--- src/rtl/countdown_timer_pkg.sv ---
// countdown_timer_pkg
//   Shared types and BCD helpers for the four-digit countdown timer.
//   - state_t      : controller states
//   - bcd_digit_t  : one BCD digit (always 0..9)
//   - bcd_time_t   : tens/units seconds, deci/centi fractions
//   - LED_FLASH_*  : LED patterns shown while expired
//   - bcd_decrement / bcd_add_second : digit arithmetic with BCD carry/borrow
package countdown_timer_pkg;

    typedef enum logic [1:0] {
        IDLE,
        RUN,
        PAUSE,
        EXPIRED
    } state_t;

    typedef logic [3:0] bcd_digit_t;

    typedef struct packed {
        bcd_digit_t tens;
        bcd_digit_t units;
        bcd_digit_t deci;
        bcd_digit_t centi;
    } bcd_time_t;

    localparam bcd_time_t  BCD_ZERO      = '0;
    localparam logic [7:0] LED_FLASH_ON  = 8'hFF;
    localparam logic [7:0] LED_FLASH_OFF = 8'h00;

    // Subtract one centisecond with borrow rippling up through the digits.
    // Never called with 00.00 (RUN always holds a nonzero value).
    function automatic bcd_time_t bcd_decrement(input bcd_time_t t);
        bcd_time_t r;
        r = t;
        if (t.centi != 4'd0) begin
            r.centi = t.centi - 4'd1;
        end else begin
            r.centi = 4'd9;
            if (t.deci != 4'd0) begin
                r.deci = t.deci - 4'd1;
            end else begin
                r.deci = 4'd9;
                if (t.units != 4'd0) begin
                    r.units = t.units - 4'd1;
                end else begin
                    r.units = 4'd9;
                    r.tens  = (t.tens != 4'd0) ? t.tens - 4'd1 : 4'd9;
                end
            end
        end
        return r;
    endfunction

    // Add one whole second, 99 wraps to 00, fractions cleared.
    function automatic bcd_time_t bcd_add_second(input bcd_time_t t);
        bcd_time_t r;
        r.centi = 4'd0;
        r.deci  = 4'd0;
        r.tens  = t.tens;
        if (t.units == 4'd9) begin
            r.units = 4'd0;
            r.tens  = (t.tens == 4'd9) ? 4'd0 : t.tens + 4'd1;
        end else begin
            r.units = t.units + 4'd1;
        end
        return r;
    endfunction

endpackage

--- src/rtl/button_conditioner.sv ---
// button_conditioner
//   Turns a raw, asynchronous, bouncing pushbutton into a single-cycle pulse.
//   Two-flop synchroniser, rising-edge detect, then a lockout window of
//   DEBOUNCE cycles during which further edges are ignored.
//   Ports:
//     CLK_50M  in  1  clock
//     RST_N    in  1  asynchronous active-low reset
//     btn      in  1  raw button level (active-high)
//     pulse    out 1  one-cycle pulse per accepted press (3 cycles after btn)
module button_conditioner #(
    parameter int DEBOUNCE = 10000000
) (
    input  logic CLK_50M,
    input  logic RST_N,
    input  logic btn,
    output logic pulse
);

    localparam int LW = (DEBOUNCE > 0) ? $clog2(DEBOUNCE + 1) : 1;

    logic          sync1;
    logic          sync2;
    logic          sync2_d;
    logic [LW-1:0] lockout;
    logic          accept;

    assign accept = sync2 && !sync2_d && (lockout == '0);

    // NOTE: clocked state uses non-blocking assignments so every flop samples
    // the pre-edge value of its neighbour; blocking here would collapse the
    // synchroniser chain into a single flop.
    always_ff @(posedge CLK_50M or negedge RST_N) begin
        if (!RST_N) begin
            sync1   <= 1'b0;
            sync2   <= 1'b0;
            sync2_d <= 1'b0;
            pulse   <= 1'b0;
            lockout <= '0;
        end else begin
            sync1   <= btn;
            sync2   <= sync1;
            sync2_d <= sync2;
            pulse   <= accept;
            if (accept) begin
                lockout <= LW'(DEBOUNCE);
            end else if (lockout != '0) begin
                lockout <= lockout - LW'(1);
            end
        end
    end

endmodule

--- src/rtl/countdown_timer_bcd.sv ---
// countdown_timer_bcd
//   Four-digit BCD countdown timer, 00.00 .. 99.99 s, one decrement per
//   centisecond tick. Preset entered with EAST, started/paused with SOUTH,
//   cleared with NORTH. On expiry DONE rises and the LEDs flash.
//   Ports:
//     CLK_50M    in  1  50 MHz clock
//     RST_N      in  1  asynchronous active-low reset
//     BTN_SOUTH  in  1  start / pause / acknowledge expiry
//     BTN_EAST   in  1  +1 s (IDLE only)
//     BTN_NORTH  in  1  clear to 00.00 and return to IDLE
//     SW         in  1  0: LED = {deci,centi}, 1: LED = {tens,units}
//     LED        out 8  two BCD digits, or flash pattern while expired
//     DONE       out 1  high while expired
module countdown_timer_bcd
    import countdown_timer_pkg::*;
#(
    parameter int TICK_DIV    = 500000,
    parameter int DEBOUNCE    = 10000000,
    parameter int BLINK_TICKS = 50
) (
    input  logic       CLK_50M,
    input  logic       RST_N,
    input  logic       BTN_SOUTH,
    input  logic       BTN_EAST,
    input  logic       BTN_NORTH,
    input  logic       SW,
    output logic [7:0] LED,
    output logic       DONE
);

    localparam int PW = (TICK_DIV > 1) ? $clog2(TICK_DIV) : 1;
    localparam int BW = (BLINK_TICKS > 1) ? $clog2(BLINK_TICKS) : 1;
    localparam logic [PW-1:0] TICK_LAST  = PW'(TICK_DIV - 1);
    localparam logic [BW-1:0] BLINK_LAST = BW'(BLINK_TICKS - 1);

    logic south_pulse, east_pulse, north_pulse;

    state_t        state_q, state_d;
    bcd_time_t     time_q, time_d;
    bcd_time_t     preset_q, preset_d;
    logic [PW-1:0] presc_q, presc_d;
    logic [BW-1:0] blink_cnt_q, blink_cnt_d;
    logic          blink_phase_q, blink_phase_d;
    logic [7:0]    led_q, led_d;
    logic          done_q, done_d;
    logic          counting;
    logic          tick;

    button_conditioner #(.DEBOUNCE(DEBOUNCE)) u_btn_south (
        .CLK_50M (CLK_50M),
        .RST_N   (RST_N),
        .btn     (BTN_SOUTH),
        .pulse   (south_pulse)
    );

    button_conditioner #(.DEBOUNCE(DEBOUNCE)) u_btn_east (
        .CLK_50M (CLK_50M),
        .RST_N   (RST_N),
        .btn     (BTN_EAST),
        .pulse   (east_pulse)
    );

    button_conditioner #(.DEBOUNCE(DEBOUNCE)) u_btn_north (
        .CLK_50M (CLK_50M),
        .RST_N   (RST_N),
        .btn     (BTN_NORTH),
        .pulse   (north_pulse)
    );

    assign counting = (state_q == RUN) || (state_q == EXPIRED);
    assign tick     = counting && (presc_q == TICK_LAST);

    always_ff @(posedge CLK_50M or negedge RST_N) begin
        if (!RST_N) begin
            state_q       <= IDLE;
            time_q        <= BCD_ZERO;
            preset_q      <= BCD_ZERO;
            presc_q       <= '0;
            blink_cnt_q   <= '0;
            blink_phase_q <= 1'b0;
            led_q         <= 8'h00;
            done_q        <= 1'b0;
        end else begin
            state_q       <= state_d;
            time_q        <= time_d;
            preset_q      <= preset_d;
            presc_q       <= presc_d;
            blink_cnt_q   <= blink_cnt_d;
            blink_phase_q <= blink_phase_d;
            led_q         <= led_d;
            done_q        <= done_d;
        end
    end

    // NOTE: every signal driven here gets a default before any branch, so no
    // path leaves a value unassigned and no latch is inferred.
    always_comb begin
        state_d       = state_q;
        time_d        = time_q;
        preset_d      = preset_q;
        presc_d       = '0;
        blink_cnt_d   = '0;
        blink_phase_d = 1'b0;

        // NORTH beats SOUTH beats EAST; a button pulse also beats a tick
        // landing on the same cycle.
        if (north_pulse) begin
            time_d  = BCD_ZERO;
            state_d = IDLE;
        end else begin
            case (state_q)
                IDLE: begin
                    if (south_pulse) begin
                        if (time_q != BCD_ZERO) begin
                            preset_d = time_q;
                            state_d  = RUN;
                        end
                    end else if (east_pulse) begin
                        time_d = bcd_add_second(time_q);
                    end
                end
                RUN: begin
                    if (south_pulse) begin
                        state_d = PAUSE;
                    end else if (tick) begin
                        time_d = bcd_decrement(time_q);
                        if (time_d == BCD_ZERO) begin
                            state_d = EXPIRED;
                        end
                    end
                end
                PAUSE: begin
                    if (south_pulse) begin
                        state_d = RUN;
                    end
                end
                EXPIRED: begin
                    if (south_pulse) begin
                        time_d  = preset_q;
                        state_d = IDLE;
                    end
                end
                default: state_d = IDLE;
            endcase
        end

        // Prescaler restarts on any state change, so partial ticks are lost
        // on pause and the first tick after entry is a full TICK_DIV away.
        if (counting && (state_d == state_q) && !tick) begin
            presc_d = presc_q + PW'(1);
        end

        if ((state_q == EXPIRED) && (state_d == EXPIRED)) begin
            blink_cnt_d   = blink_cnt_q;
            blink_phase_d = blink_phase_q;
            if (tick) begin
                if (blink_cnt_q == BLINK_LAST) begin
                    blink_cnt_d   = '0;
                    blink_phase_d = !blink_phase_q;
                end else begin
                    blink_cnt_d = blink_cnt_q + BW'(1);
                end
            end
        end

        done_d = (state_q == EXPIRED);
        if (state_q == EXPIRED) begin
            led_d = blink_phase_q ? LED_FLASH_OFF : LED_FLASH_ON;
        end else if (SW) begin
            led_d = {time_q.tens, time_q.units};
        end else begin
            led_d = {time_q.deci, time_q.centi};
        end
    end

    assign LED  = led_q;
    assign DONE = done_q;

endmodule

--- config.mk ---
export PLATFORM = sky130hd
export DESIGN_NAME = countdown_timer_bcd
export DESIGN_NICKNAME = d
export VERILOG_FILES = /design/src/rtl/countdown_timer_pkg.sv /design/src/rtl/button_conditioner.sv /design/src/rtl/countdown_timer_bcd.sv
export SDC_FILE = /design/constraint.sdc
export NUM_CORES = 1
export LEC_CHECK = 0
export CAP_MARGIN = 25
export CORE_MARGIN = 2
export CORE_UTILIZATION = 45
export CTS_BUF_LIST = sky130_fd_sc_hd__clkbuf_16
export CTS_CLUSTER_SIZE = 25
export DETAILED_ROUTE_END_ITERATION = 12
export HOLD_SLACK_MARGIN = 0.1
export PLACE_DENSITY = 0.64
export SLEW_MARGIN = 15
export SYNTH_ARGS = -nofsm -noshare
export SYNTH_HDL_FRONTEND = slang
export SYNTH_SLANG_ARGS = --single-unit
export TNS_END_PERCENT = 1
--- constraint.sdc ---
create_clock -name CLK_50M -period 5.6 [get_ports CLK_50M]
set_input_delay 1.12 -clock CLK_50M [delete_from_list [all_inputs] [get_ports CLK_50M]]
set_output_delay 1.12 -clock CLK_50M [all_outputs]
set_load 0.005 [all_outputs]
==> results.json, run 1 <==
{
  "die_area_um2": 18500,
  "drive_gt1_frac": 0.0834,
  "post_cts_buffers": 0,
  "maxCapViolCount": 0,
  "postCtsHoldBufs": 0,
  "avgRoutedWirePerCell_um": 15.5,
  "status": "finished, final reports clean",
  "syn_nets": 804,
  "p_int_uw": 2010,
  "hold_ws_ps": 346,
  "worst_slew_pin_slew_ps": 889,
  "max_clock_freq_ghz": 0.336,
  "skew_ps": 10.1,
  "end_kind": "register",
  "cts_tree": "yes",
  "p_leak_uw": 0.00378,
  "rr_endpoint": "preset_q[5]$_DFFE_PN0P_",
  "hold_path_end": "u_btn_south.sync2$_DFF_PN0_",
  "hold_path_class": "register to register",
  "final_cells": 1028,
  "slew_viol_final": 0,
  "avgSynthCellArea_um2": 10.0,
  "rows": 48,
  "synth_async_sr_flop_share": 1.00,
  "fin_nets": 812,
  "dr.pass1.iters": 5,
  "synth-main-ff-cell": "dfrtp_1",
  "clockRootBuffer": "clkbuf_16",
  "place_area_um2": 8170,
  "pwr-share-seq": 0.488,
  "worstPathArrival_ps": 3280,
  "rr_worst_depth": 7,
  "cts_buffers": 17,
  "start_util": 0.457,
  "grt_pass1_vias": 5790,
  "crit_path_max_fanout": 16,
  "syn_area_um2": 7850,
  "vias": 5986,
  "hpwlAfterDp_mm": 10.9,
  "setup_viol": 0,
  "slowest_delay_ps": 540,
  "ant_nets": 0,
  "synth-edff-count": 0,
  "mostFrequentLayoutCell": "dfrtp_1",
  "hp-start": "u_btn_south.sync1$_DFF_PN0_",
  "drc_errors": 0,
  "wl_mm": 16.0,
  "clock-sinks": 153,
  "h-tree-depth": 4,
  "die_h_um": 136,
  "clk_path_buf_depth": 2,
  "fin_area_um2": 8780,
  "antenna_found_initial": 0,
  "timing.final.crit_share": 0.532,
  "switching_share": 0.239,
  "ys_seq_area_frac": 0.488,
  "grt_pass1_wl_mm": 27.6,
  "initialDrtViolationCount": 436,
  "p_per_area_nw_per_um2": 300,
  "max-slew-margin-rel": 0.407,
  "yosysWarningCount": 0,
  "yosysUniqueCellTypes": 67,
  "criticalPathCategory": "register to register",
  "clkPwrFrac": 0.447,
  "num_antenna_cells": 0,
  "core_um2": 17200,
  "cts_resized": 0,
  "die_x_um": 136,
  "portBuffers": 14,
  "ios": 15,
  "path_clk_slew_ps": 60,
  "vdd_drop_max_uv": 251,
  "power_switching_uw": 630,
  "reg2reg_slack_ps": 2620,
  "finalCriticalPeriod_ps": 2980,
  "placed_cells": 995,
  "finalWeightedCongestion": 0.847,
  "clk_latency_ps": 430,
  "rsz0062_at_grt": "no",
  "hold_viol_final": 0,
  "worstSetupStartpointType": "register",
  "vias_per_cell": 5.82,
  "syn_inst": 782,
  "ys_ff_latch": 153,
  "area_growth_pct": 11.8,
  "fin_setup_tns_ps": 0,
  "cp_data_required_time_ps": 5910,
  "crit_chain": "inv_1 -> ha_1 -> nor4b_2 -> nand3_1 -> o2111ai_1 -> buf_4 -> mux2_2",
  "p_comb_frac": 0.065,
  "grt_start_max_net_pins": 78,
  "track_usage": 0.185,
  "worstReg2RegStart": "time_q[0]$_DFFE_PN0P_",
  "overflow": 0,
  "holdPathStages": 0,
  "layout_common_cells": "dfrtp_1 (153), nor2_1 (82), nand2_1 (51)",
  "slowest_stage": "nor4b_2"
}
power by group through the flow:
stage                     clock network (uW)  registers [uW]  logic, uW
after global placement                     0            1300        166
after CTS                               1210            1290        175
after floorplan                            0            1280        124
final                                   1180            1290        171
after detailed placement                   0            1300        175
after global routing                    1260            1300        199
area by class of cell:
cell class	count	area (um^2)
Fill cell	1527	8390
Sequential cell	153	3830
Multi-Input combinational cell	575	3800
Clock buffer	17	425
Tap cell	225	282
Clock inverter	15	183
Timing Repair Buffer	19	176
Inverter	24	90.1
flip-flops by register name, summed over array words and instances, names as in the netlist, 2 cells and up:
signal,flops
blink_cnt_q,6
LED,8
u_btn_north.lockout,24
presc_q,19
u_btn_east.lockout,24
state_q,2
time_q,16
u_btn_south.lockout,24
preset_q,16
cell usage after synthesis (all sizes together) (4+ instances only):
| cell | number | share of area |
|---|---|---|
| a21oi | 34 | 0.022 |
| nor4 | 28 | 0.028 |
| a211o | 4 | 0.0045 |
| nand2 | 51 | 0.024 |
| a22o | 5 | 0.0056 |
| a2111oi | 4 | 0.0045 |
| ha | 16 | 0.025 |
| nand3b | 6 | 0.0057 |
| mux2i | 29 | 0.037 |
| or2 | 4 | 0.0032 |
| xnor2 | 22 | 0.025 |
| a22oi | 4 | 0.0038 |
| or3 | 14 | 0.011 |
| a211oi | 5 | 0.0048 |
| xor2 | 31 | 0.035 |
| nor3 | 32 | 0.022 |
| or4 | 9 | 0.0091 |
| nor2 | 83 | 0.040 |
| dfrtp | 153 | 0.49 |
| or4b | 5 | 0.0064 |
| nand2b | 14 | 0.011 |
| nand4 | 14 | 0.011 |
| nand3 | 30 | 0.019 |
| o21ai | 41 | 0.026 |
| o2bb2ai | 6 | 0.0067 |
| inv | 24 | 0.011 |
| and3 | 7 | 0.0056 |
| mux2 | 14 | 0.020 |
| buf | 7 | 0.0064 |
| clkbuf | 23 | 0.011 |
| nor3b | 8 | 0.0076 |
| or4bb | 4 | 0.0057 |
| o31ai | 10 | 0.0096 |
layer usage:
| metal | global-route usage | up-vias | part of all wire |
|---|---|---|---|
| met5 | 0 | - | 0 |
| met1 | 0.247 | 2958 | 0.47 |
| li1 | - | 2863 | - |
| met2 | 0.299 | 142 | 0.48 |
| met4 | 0.0735 | 0 | 0.017 |
| met3 | 0.0362 | 23 | 0.038 |
metrics by stage:
stage               power [uW]  setup WS [ps]   util
global placement          1460           2750  0.476
global route              2760           2290  0.511
detailed placement        1480           2650  0.476
floorplan                 1410           3100      -
finish                    2640           2620  0.511
CTS                       2670           2630  0.511
cells by family after synthesis:
kind of cell,count (synthesis),share of synthesized area
AO/OA/AOI/OAI,137,0.113
XOR/XNOR,53,0.0591
adder cells (fa/ha/maj),16,0.0255
buffers and inverters,54,0.0288
flip-flops,153,0.488
multiplexers,43,0.0570
AND/OR/NAND/NOR,326,0.228
how the worst max path moves through the flow:
stage,startpoint,to,depth (start not counted)
final,time_q[0]$_DFFE_PN0P_,preset_q[5]$_DFFE_PN0P_,7
after global routing,time_q[8]$_DFFE_PN0P_,preset_q[5]$_DFFE_PN0P_,7
after CTS,time_q[0]$_DFFE_PN0P_,preset_q[5]$_DFFE_PN0P_,7
after detailed placement,time_q[0]$_DFFE_PN0P_,preset_q[4]$_DFFE_PN0P_,7
after global placement,time_q[0]$_DFFE_PN0P_,preset_q[10]$_DFFE_PN0P_,7
after floorplan,time_q[8]$_DFFE_PN0P_,preset_q[11]$_DFFE_PN0P_,8
worst max-delay path: cells and delay by family, from the launching register on:
| family | cells | cell delay [ps] |
|---|---|---|
| multiplexers | 1 | 360 |
| adder cells (fa/ha/maj) | 1 | 230 |
| AND/OR/NAND/NOR | 2 | 850 |
| AO/OA/AOI/OAI | 1 | 520 |
| buffers and inverters | 2 | 460 |
| flip-flops | 1 | 450 |
No activity file was read; power rests on OpenSTA's default activity.
==> run 2: changes to the inputs <==
Settings changed: PLACE_DENSITY 0.64 to 0.66.
Clock period 5.6 ns to 2.6 ns, I/O delays scaled along.
==> results.json, run 2 (same netlist as run 1, synthesis figures left out) <==
{
  "hold_ws_ps": 101,
  "power_switching_uw": 1380,
  "drive_gt1_frac": 0.130,
  "place_area_um2": 8460,
  "clockRootBuffer": "clkbuf_16",
  "clock-sinks": 153,
  "portBuffers": 14,
  "rr_worst_depth": 7,
  "ios": 15,
  "clk_latency_ps": 420,
  "die_area_um2": 18500,
  "finalCriticalPeriod_ps": 2470,
  "hpwlAfterDp_mm": 11.7,
  "cts_buffers": 17,
  "num_antenna_cells": 0,
  "drc_errors": 0,
  "met2_length_mm": 8.30,
  "vias_per_cell": 5.77,
  "core_um2": 17200,
  "worstReg2RegStart": "time_q[1]$_DFFE_PN0P_",
  "start_util": 0.457,
  "worstPathArrival_ps": 2840,
  "die_h_um": 136,
  "path_clk_slew_ps": 60,
  "fin_area_um2": 9100,
  "max-slew-margin-rel": 0.578,
  "slowest_delay_ps": 590,
  "worstSetupStartpointType": "register",
  "vias": 6138,
  "crit_chain": "inv_1 -> ha_1 -> or4b_1 -> nor2_2 -> mux2i_1 -> a2111oi_0 -> mux2_2",
  "maxCapViolCount": 0,
  "overflow": 0,
  "dr.pass1.iters": 5,
  "p_comb_frac": 0.069,
  "cts_tree": "yes",
  "pwr-share-seq": 0.487,
  "layout_common_cells": "dfrtp_1 (153), nor2_1 (81), nand2_1 (51)",
  "clk_path_buf_depth": 2,
  "die_x_um": 136,
  "finalCoreUtilization": 0.530,
  "initialDrtViolationCount": 323,
  "hold_path_class": "input port to async pin",
  "cp_data_required_time_ps": 2960,
  "grt_start_max_net_pins": 67,
  "wl_mm": 17.0,
  "h-tree-depth": 4,
  "rsz0062_at_grt": "no",
  "antenna_found_initial": 0,
  "rr_endpoint": "time_q[9]$_DFFE_PN0P_",
  "setup_viol": 0,
  "placed_cells": 1031,
  "dr_wl_met3_um": 562,
  "fin_setup_tns_ps": 0,
  "avgRoutedWirePerCell_um": 15.9,
  "clkPwrFrac": 0.445,
  "hold_viol_final": 0,
  "end_kind": "register",
  "top_layer": "met4",
  "p_leak_uw": 0.00397,
  "final_cells": 1063,
  "post_cts_buffers": 0,
  "mostFrequentLayoutCell": "dfrtp_1",
  "postCtsHoldBufs": 0,
  "switching_share": 0.242,
  "skew_ps": 6.10,
  "wl_met1_mm": 7.73,
  "rows": 48,
  "vdd_drop_max_uv": 407,
  "status": "finished, final reports clean",
  "worst_slew_pin_slew_ps": 633,
  "crit_path_max_fanout": 6,
  "fin_nets": 848,
  "slowest_stage": "or4b_1",
  "criticalPathCategory": "register to register",
  "finalWeightedCongestion": 0.871,
  "cp_top_family": "simple AND/OR/NAND/NOR gates",
  "grt_pass1_wl_mm": 28.7,
  "area_growth_pct": 15.9,
  "ant_nets": 0,
  "grt_pass1_vias": 6072,
  "track_usage": 0.194,
  "max_clock_freq_ghz": 0.404,
  "reg2reg_slack_ps": 130,
  "p_per_area_nw_per_um2": 629,
  "crit_buf_inv": 1,
  "p_int_uw": 4340,
  "timing.final.crit_share": 0.952,
  "slew_viol_final": 0,
  "largestRegisters": "u_btn_east.lockout x24, u_btn_north.lockout x24, u_btn_south.lockout x24"
}
==> run 2: repair_timing <==
item                                    4_1_cts  5_1_grt
endpoints found under the hold margin         0        0
endpoints found under the setup margin        0       19
resized for setup                             0        7
==> run 2: area by class of cell <==
class	instances	area, um^2
clock buffer	17	425
clock inverter	14	183
fill	1505	8070
inverter	24	90.1
multi-input combinational	575	3820
sequential	153	3830
tap	225	282
timing repair buffer	55	475
==> run 2: per-stage QoR <==
stage	total power [uW]	worst slack (ps)
finish	5730	125
CTS	5780	66.1
floorplan	3030	101
global placement	3170	206
global route	5990	11.1
detailed placement	3210	94.9
==> run 2: power by group through the flow <==
stage / clock, uW / combinational, uW / sequential [uW]
after detailed placement: 0 / 403 / 2810
after floorplan: 0 / 267 / 2760
after global placement: 0 / 380 / 2790
final: 2550 / 395 / 2790
after CTS: 2600 / 400 / 2780
after global routing: 2720 / 451 / 2810
==> run 2: per-layer routing <==
layer  vias to the layer above  GRT usage
li1                       2928          -
met1                      3055      0.246
met2                       126      0.328
met3                        29     0.0406
met4                         0     0.0741
met5                         -          0
==> run 2: how the worst max path moves through the flow <==
| stage | from | end | slack [ps] | depth (start not counted) |
|---|---|---|---|---|
| after floorplan | time_q[8]$_DFFE_PN0P_ | preset_q[11]$_DFFE_PN0P_ | 100 | 8 |
| after global placement | u_btn_south.lockout[9]$_DFFE_PN0P_ | u_btn_south.lockout[23]$_DFFE_PN0P_ | 210 | 6 |
| after detailed placement | u_btn_south.lockout[1]$_DFFE_PN0P_ | u_btn_south.lockout[15]$_DFFE_PN0P_ | 90 | 7 |
| after CTS | u_btn_south.lockout[1]$_DFFE_PN0P_ | u_btn_south.lockout[15]$_DFFE_PN0P_ | 70 | 7 |
| after global routing | time_q[1]$_DFFE_PN0P_ | time_q[15]$_DFFE_PN0P_ | 10 | 7 |
| final | time_q[1]$_DFFE_PN0P_ | time_q[9]$_DFFE_PN0P_ | 130 | 7 |
